**src/rtl/range_finder_stream.sv**
```systemverilog
// -----------------------------------------------------------------------------
// range_finder_stream
//   Framed min/max/range tracker over a valid-qualified sample stream.
//   A frame opens on a go sample and closes on a finish sample. The last
//   completed frame's min, max, range, count and (optionally) sum are held in
//   result registers, and done pulses for one cycle when they update.
//   Protocol violations and counter overflow park the block in ERROR until the
//   next clean go sample arrives.
//
// Optional feature macro: RANGE_FINDER_SUM_EN
//   defined   -> per-frame accumulator; sum output carries the frame total
//   undefined -> no accumulator; sum is tied to 0
//
// Parameters
//   WIDTH   sample/result width
//   CNT_W   sample counter width (frame holds at most 2**CNT_W-1 samples)
//   SIGNED  0: unsigned compare, 1: two's-complement compare
//
// Ports
//   clock        rising-edge clock
//   reset        asynchronous active-high reset
//   data_in      sample
//   data_valid   qualifies data_in, go and finish
//   go           first sample of a frame
//   finish       last sample of a frame
//   range        max-min of last completed frame (unsigned)
//   min_out      minimum of last completed frame
//   max_out      maximum of last completed frame
//   count        sample count of last completed frame
//   sum          sum of last completed frame's samples
//   done         one-cycle pulse when results update
//   busy         high while a frame is open (RUN)
//   error        high while in ERROR
// -----------------------------------------------------------------------------
module range_finder_stream #(
   parameter int WIDTH  = 8,
   parameter int CNT_W  = 8,
   parameter int SIGNED = 0
) (
   input  logic                   clock,
   input  logic                   reset,
   input  logic [WIDTH-1:0]       data_in,
   input  logic                   data_valid,
   input  logic                   go,
   input  logic                   finish,
   output logic [WIDTH-1:0]       range,
   output logic [WIDTH-1:0]       min_out,
   output logic [WIDTH-1:0]       max_out,
   output logic [CNT_W-1:0]       count,
   output logic [WIDTH+CNT_W-1:0] sum,
   output logic                   done,
   output logic                   busy,
   output logic                   error
);

   typedef enum logic [1:0] {IDLE, RUN, ERROR} state_t;

   localparam logic [CNT_W-1:0] CNT_MAX = '1;
   localparam logic [CNT_W-1:0] CNT_ONE = CNT_W'(1);

   state_t           state_reg;
   logic [WIDTH-1:0] min_reg, max_reg;
   logic [CNT_W-1:0] cnt_reg;

   logic [WIDTH-1:0] min_next, max_next;
   logic [CNT_W-1:0] cnt_next;
   logic             start_frame, single_frame, accept, complete, to_error;

   function automatic logic less_than(input logic [WIDTH-1:0] a, input logic [WIDTH-1:0] b);
      if (SIGNED != 0) return $signed(a) < $signed(b);
      else             return a < b;
   endfunction

   // Event decode: every state change below is driven by exactly one of these.
   always_comb begin
      start_frame  = data_valid && go && !finish && (state_reg == IDLE || state_reg == ERROR);
      single_frame = data_valid && go && finish && (state_reg == IDLE);
      // In RUN, go aborts the frame and a full counter drops the sample.
      accept       = data_valid && (state_reg == RUN) && !go && (cnt_reg != CNT_MAX);
      complete     = accept && finish;
      to_error     = data_valid && (((state_reg == IDLE) && !go && finish) ||
                                    ((state_reg == RUN) && (go || cnt_reg == CNT_MAX)));
      min_next     = less_than(data_in, min_reg) ? data_in : min_reg;
      max_next     = less_than(max_reg, data_in) ? data_in : max_reg;
      cnt_next     = cnt_reg + CNT_ONE;
   end

   always_ff @(posedge clock or posedge reset) begin
      if (reset) begin
         state_reg <= IDLE;
         min_reg   <= '0;
         max_reg   <= '0;
         cnt_reg   <= '0;
         range     <= '0;
         min_out   <= '0;
         max_out   <= '0;
         count     <= '0;
         done      <= 1'b0;
      end else begin
         done <= complete || single_frame;
         if (start_frame) begin
            state_reg <= RUN;
            min_reg   <= data_in;
            max_reg   <= data_in;
            cnt_reg   <= CNT_ONE;
         end else if (single_frame) begin
            min_out <= data_in;
            max_out <= data_in;
            range   <= '0;
            count   <= CNT_ONE;
         end else if (to_error) begin
            state_reg <= ERROR;
         end else if (accept) begin
            min_reg <= min_next;
            max_reg <= max_next;
            cnt_reg <= cnt_next;
            if (finish) begin
               state_reg <= IDLE;
               min_out   <= min_next;
               max_out   <= max_next;
               // max >= min in the chosen ordering, so the difference never wraps.
               range     <= max_next - min_next;
               count     <= cnt_next;
            end
         end
      end
   end

`ifdef RANGE_FINDER_SUM_EN
   logic [WIDTH+CNT_W-1:0] acc_reg, sum_reg, sample_ext;

   always_comb begin
      if (SIGNED != 0) sample_ext = {{CNT_W{data_in[WIDTH-1]}}, data_in};
      else             sample_ext = {{CNT_W{1'b0}}, data_in};
   end

   always_ff @(posedge clock or posedge reset) begin
      if (reset) begin
         acc_reg <= '0;
         sum_reg <= '0;
      end else if (start_frame) begin
         acc_reg <= sample_ext;
      end else if (single_frame) begin
         sum_reg <= sample_ext;
      end else if (accept) begin
         acc_reg <= acc_reg + sample_ext;
         if (finish) sum_reg <= acc_reg + sample_ext;
      end
   end

   assign sum = sum_reg;
`else
   assign sum = '0;
`endif

   assign busy  = (state_reg == RUN);
   assign error = (state_reg == ERROR);

endmodule

```
**config.mk**
```make
export PLATFORM = sky130hd
export DESIGN_NAME = range_finder_stream
export DESIGN_NICKNAME = d
export VERILOG_FILES = /design/src/rtl/range_finder_stream.sv
export SDC_FILE = /design/constraint.sdc
export NUM_CORES = 1
export LEC_CHECK = 0
export BUFFER_PORTS_ARGS = -buffer_cell sky130_fd_sc_hd__buf_2
export CAP_MARGIN = 20
export CELL_PAD_IN_SITES_DETAIL_PLACEMENT = 2
export CELL_PAD_IN_SITES_GLOBAL_PLACEMENT = 2
export CORE_UTILIZATION = 36
export CTS_BUF_LIST = sky130_fd_sc_hd__clkbuf_8
export CTS_CLUSTER_DIAMETER = 30
export DETAILED_ROUTE_END_ITERATION = 10
export GPL_TIMING_DRIVEN = 0
export PLACE_DENSITY = 0.87
export SYNTH_ARGS = -nofsm -noshare
export SYNTH_HDL_FRONTEND = slang
export SYNTH_SLANG_ARGS = --single-unit
```
**constraint.sdc**
```tcl
create_clock -name clock -period 3.6 [get_ports clock]
set_input_delay 0.18 -clock clock [delete_from_list [all_inputs] [get_ports clock]]
set_output_delay 0.18 -clock clock [all_outputs]
set_load 0.1 [all_outputs]
```
After elaboration in Yosys (flattened, before gate mapping)

Index checks and enable logic that the tools add are counted.

Register bits after elaboration: 59
Output and inout port bits: 51

Reductions and logical operators: 28
$add $sub $neg: 2
Multiplexer cells: 35
Bitwise operators: 1
$lt $le $gt $ge: 2
Equal/unequal tests: 7

Operators by type and width:

| operator                                            | count |
|---|---|
| 2-to-1 mux 8 bit                                    | 30 |
| < comparator 8 bit                                  | 2 |
| logical AND 1 bit                                   | 13 |
| 2-to-1 mux 2 bit                                    | 5 |
| adder 8 x 1 -> 8 bit, second input constant         | 1 |
| equality test 8 bit, second input constant          | 1 |
| inequality test 8 bit, second input constant        | 1 |
| subtractor 8 bit                                    | 1 |
| inequality test 2 bit, second input constant        | 3 |
| AND reduction 3 bit                                 | 2 |
| nonzero test 2 bit                                  | 3 |
| nonzero test 3 bit                                  | 2 |
| logical OR 1 bit                                    | 4 |
| AND reduction 4 bit                                 | 1 |
| equality test 2 x 1 -> 1 bit, second input constant | 1 |
| equality test 2 bit, second input constant          | 1 |
| zero test 1 bit                                     | 2 |
| zero test 2 bit                                     | 1 |
| inverter 1 bit                                      | 1 |

Longest topological paths before layout

Word-level depth: 8
Gate-level depth with buffers: 18

Worst setup path after synthesis

OpenSTA, ideal clock, no wires.

Kind: reg-to-reg
From: register min_reg[7]
To: register range[6]
Slack: 0.542 ns
Cell stages (with the launch flop): 17
Path buffers: 2
Period minus slack after synthesis: 3.058 ns
Data arrival time: 2.929 ns
Data required time: 3.470 ns
Cells stage by stage: dfrtp_1 inv_1 ha_1 nand2_1 o21ai_0 or2_1 buf_6 clkbuf_1 nor2_1 a21oi_1 ha_1 a21oi_1 o21bai_1 a21o_1 a21oi_1 xor2_1 o21ai_0

Word-level cells in the longest chain between the ends: 7

RTL lines:

| what                   | line | RTL |
|---|---|---|
| from (decl)            | 62   | `logic [WIDTH-1:0] min_reg, max_reg;` |
| from (signal assigned) | 103  | `min_reg <= data_in;` |
| from (signal assigned) | 114  | `min_reg <= min_next;` |
| < comparator 8 bit     | 71   | `else return a < b;` |
| 2-to-1 mux 8 bit       | 83   | `min_next = less_than(data_in, min_reg) ? data_in : min_reg;` |
| subtractor 8 bit       | 122  | `range <= max_next - min_next;` |
| 2-to-1 mux 8 bit       | 117  | `if (finish) begin` |
| 2-to-1 mux 8 bit       | 113  | `end else if (accept) begin` |
| 2-to-1 mux 8 bit       | 111  | `end else if (to_error) begin` |
| 2-to-1 mux 8 bit       | 106  | `end else if (single_frame) begin` |
| to (signal assigned)   | 122  |  |
| to (decl)              | 46   | `output logic [WIDTH-1:0] range,` |

No other way between the ends. The select of a mux whose other input is x is not followed.
A chain may end at the register's enable or synchronous reset.

Final worst setup path

From: register min_reg[1]
To: register range[6]

Word-level cells in the longest chain between the ends: 7

RTL lines:

| what                 | line |
|---|---|
| < comparator 8 bit   | 71 |
| 2-to-1 mux 8 bit (*) | 83 |
| subtractor 8 bit (*) | 122 |
| 2-to-1 mux 8 bit (*) | 117 |
| 2-to-1 mux 8 bit (*) | 113 |
| 2-to-1 mux 8 bit (*) | 111 |
| 2-to-1 mux 8 bit (*) | 106 |

Mark *: on every way between the ends. The rest lies on a longest branch, timed or not. The select of a mux whose other input is x is not followed.

==> metrics.md <==
| Metric | Value |
|---|---|
| Reg2reg start | `min_reg[1]` |
| PnR worst setup slack | `140.2 ps` |
| Clock latency reported for the late side of the worst-skew pair | `350 ps` |
| Global-route wire length before repair | `18020 um` |
| Area of the core | `9371 um2` |
| Number of global-route vias before repair | `3459` |
| End of the worst register-to-register path | `range[6]` |
| Number of primary I/O pins | `64` |
| Max-slew violation count | `0` |
| Data arrival time at the worst-slack endpoint | `3700 ps` |
| Initial DRC count | `132` |
| Number of clock sinks | `59` |
| Chip height | `roughly 100 um` |
| Filler instances | `1050` |
| Clock skew | `5.931 ps` |
| End of the worst hold path | `min_reg[4]` |
| Distinct cell type count after synthesis | `52` |
| Netlist area before placement | `3517 um2` |
| Sequential-to-total area share from yosys stat | `41.98%` |
| Result of the run | `complete, no violations` |
| WL per Instance | `18.84 um` |
| Final worst-path cycle share | `96.11%` |
| Tightest Hold Check Type | `in -> reg` |
| Most common flop cell mapped by yosys | `sky130_fd_sc_hd__dfrtp_1` |
| Final-report setup violation count | `0` |
| CTS Buf Count | `9` |
| Critical path data required time | `3840 ps` |
| Clock tree from TritonCTS | `yes` |
| Initial Utilization | `between 30% and 40%` |
| Max clock buf depth | `2` |
| Final antenna-violating net count | `0` |
| DIE AREA | `around 10000 um2` |
| Synthesis-to-finish area growth | `22.13%` |
| Layout Utilization | `between 40% and 50%` |
| Min Tclk post-route | `3460 ps` |
| Max-cap check violation count | `0` |
| Maximum number of pins on one net before global-route repair | `39` |
| Number of input and output port buffers inserted | `47` |
| Max transition margin | `57.48%` |
| Count of flip-flops with a built-in enable after synthesis | `0` |
| Fraction of final layout cells with drive strength greater than 1 | `25.82%` |
| Via density per instance | `5.280` |
| Kind of start point of the critical path | `flip-flop` |
| Count of yosys warnings during synthesis | `0` |
| Level count of the clock H-tree | `3` |
| CP Capture Type | `flip-flop` |
| Number of optimization iterations in the first detailed-route pass | `4` |
| Overall Global Routing Usage | `a little under a quarter` |
| Min-Delay Startpoint | `data_in[4]` |
| Slew at the pin with the worst max-slew slack | `between 600 and 700 ps` |
| Overall routed net length | `11040 um` |
| Share of flip-flops with an asynchronous set or reset after synthesis | `100.0%` |
| Final hold violation count | `0` |
| Count of cells along the worst hold path | `3` |
| Clock transition at the register clock pins on the worst setup and hold paths after CTS | `around 70 ps` |
| Max frequency | `0.2890 GHz` |
| Setup slack after placement | `-318.8 ps` |
| Antenna Cells | `0` |
| Total number of vias | `just over 3000` |
| Number of nets at the end of the flow | `489` |
| Horizontal extent of the die | `100.8 um` |
| Post-synthesis cell count | `372` |
| Top fanout value on the critical path | `3` |
| Length in cells of the worst reg-to-reg path | `16` |
| Antenna violations before repair | `0` |
| Mean instance size in the synthesized netlist | `9.455 um2` |
| Flip-flop and latch count after synthesis | `59` |
| Placer congestion estimate | `0.7754` |
| Std-Cell Rows | `35` |
| Clock root buffer | `sky130_fd_sc_hd__clkbuf_8` |
| Dpl hpwl | `approximately 8000 um` |
| Worst hold slack | `137.0 ps` |
| Overflow left after global routing | `0` |
| Slack of the worst reg-to-reg path | `140 ps` |
| Crit Path Category | `reg -> reg` |
| DRC viols | `0` |
-- cell usage in the layout (no fill, tap or decap), types with 7 or more instances in the layout --
cell type	count
sky130_fd_sc_hd__a21oi_1	16
sky130_fd_sc_hd__buf_2	54
sky130_fd_sc_hd__inv_1	36
sky130_fd_sc_hd__nand2_1	31
sky130_fd_sc_hd__nor2_1	14
sky130_fd_sc_hd__dfrtp_1	58
sky130_fd_sc_hd__a22o_1	8
sky130_fd_sc_hd__xor2_1	7
sky130_fd_sc_hd__a222oi_1	13
sky130_fd_sc_hd__ha_1	23
sky130_fd_sc_hd__conb_1	16
sky130_fd_sc_hd__buf_4	24
sky130_fd_sc_hd__o21ai_0	29
sky130_fd_sc_hd__clkbuf_8	12
sky130_fd_sc_hd__o21ai_1	18
sky130_fd_sc_hd__nand3_1	22
-- worst max-delay path by stage --
| stage | end | cells after the start | slack (ps) | startpoint |
|---|---|---|---|---|
| after floorplan | range[6] | 16 | 540 | min_reg[7] |
| after global placement | range[7] | 15 | -160 | data_in[7] |
| after detailed placement | range[7] | 15 | -320 | data_in[7] |
| after CTS | range[7] | 12 | 30 | max_reg[7] |
| after global routing | range[6] | 16 | -20 | min_reg[1] |
| final | range[6] | 16 | 140 | min_reg[1] |
-- Yosys cell counts (2+ instances only) --
library cell	instances	area [um2]
sky130_fd_sc_hd__dfrtp_1	59	1476
sky130_fd_sc_hd__inv_1	37	138.9
sky130_fd_sc_hd__o21ai_0	33	165.2
sky130_fd_sc_hd__nand2_1	31	116.4
sky130_fd_sc_hd__ha_1	23	287.8
sky130_fd_sc_hd__nand3_1	22	110.1
sky130_fd_sc_hd__buf_4	18	135.1
sky130_fd_sc_hd__a21oi_1	16	80.08
sky130_fd_sc_hd__nor2_1	16	60.06
sky130_fd_sc_hd__o21ai_1	15	75.07
sky130_fd_sc_hd__a222oi_1	13	130.1
sky130_fd_sc_hd__a22o_1	8	70.07
sky130_fd_sc_hd__buf_2	7	35.03
sky130_fd_sc_hd__xor2_1	7	61.31
sky130_fd_sc_hd__clkbuf_1	6	22.52
sky130_fd_sc_hd__xnor2_1	5	43.79
sky130_fd_sc_hd__a21o_1	4	30.03
sky130_fd_sc_hd__nand2b_1	4	25.02
sky130_fd_sc_hd__nor3_1	4	20.02
sky130_fd_sc_hd__o21a_1	3	22.52
sky130_fd_sc_hd__and2_1	2	12.51
sky130_fd_sc_hd__and3_1	2	12.51
sky130_fd_sc_hd__buf_6	2	22.52
sky130_fd_sc_hd__mux2_1	2	22.52
sky130_fd_sc_hd__nand4_1	2	12.51
sky130_fd_sc_hd__nor2b_1	2	12.51
sky130_fd_sc_hd__o21ai_4	2	32.53
sky130_fd_sc_hd__or2_1	2	12.51
sky130_fd_sc_hd__or3_1	2	12.51
-- critical path, cell delays in order, from the launching register on --
cell and delay [ps]:
sky130_fd_sc_hd__dfrtp_1 380, sky130_fd_sc_hd__inv_1 90, sky130_fd_sc_hd__ha_1 260, sky130_fd_sc_hd__a2111oi_4 460, sky130_fd_sc_hd__nor3_4 90, sky130_fd_sc_hd__buf_4 170, sky130_fd_sc_hd__nor2_4 120, sky130_fd_sc_hd__mux2_2 380
sky130_fd_sc_hd__ha_1 220, sky130_fd_sc_hd__fa_2 350, sky130_fd_sc_hd__inv_1 60, sky130_fd_sc_hd__a21oi_1 60, sky130_fd_sc_hd__o21bai_1 220, sky130_fd_sc_hd__a21o_1 150, sky130_fd_sc_hd__a21oi_1 70, sky130_fd_sc_hd__xor2_1 210
sky130_fd_sc_hd__o21ai_1 80
-- cell type report --
type	count	area [um2]	share of cell area [%]
clock inverters	4	47.55	1.107
clock buffers	12	165.2	3.845
repair buffers	55	310.3	7.224
well taps	129	161.4	3.758
plain buffers	32	212.7	4.952
multi-input cells	258	1782	41.48
flip-flops and latches	59	1478	34.40
inverters	37	138.9	3.233
-- metal layers --
layer	global-route usage (%)	share of wire, %
met3	4.438	4.3
met5	0	0
met1	27.60	42
met4	6.689	1.9
met2	43.10	52
-- cells by family after synthesis --
kind of cell | after synthesis | synth area share [%]
and+or+nand+nor | 97 | 13.84
xor gates and xnor gates | 12 | 2.988
buffers and inverters | 70 | 10.07
DFF | 59 | 41.98
AOI/OAI and AO/OA | 105 | 21.02
muxes | 4 | 1.245
adders and majority gates | 24 | 8.751
other | 1 | 0.1066
-- metrics by stage --
step	area [um2]	std cells	setup TNS, ps
2_1_floorplan	3573	387	0
3_3_place_gp	3970	563	-256.0
3_5_place_dp	3990	564	-729.0
4_1_cts	4218	580	0
5_1_grt	4295	586	-16.92
6_report	4295	586	0
-- what timing repair did --
| item | CTS | global route |
|---|---|---|
| pin swaps | 0 | 5 |
| buffers inserted | 0 | 6 |
| setup endpoints to repair | 3 | 3 |
| endpoints found under the hold margin | 21 | 0 |
| hold buffers | 1 | 0 |
| gates resized for setup | 2 | 13 |
Power is left out: the tool's default activity adds up to more than one toggle a clock period on the data nets, which glitch-free logic cannot reach.
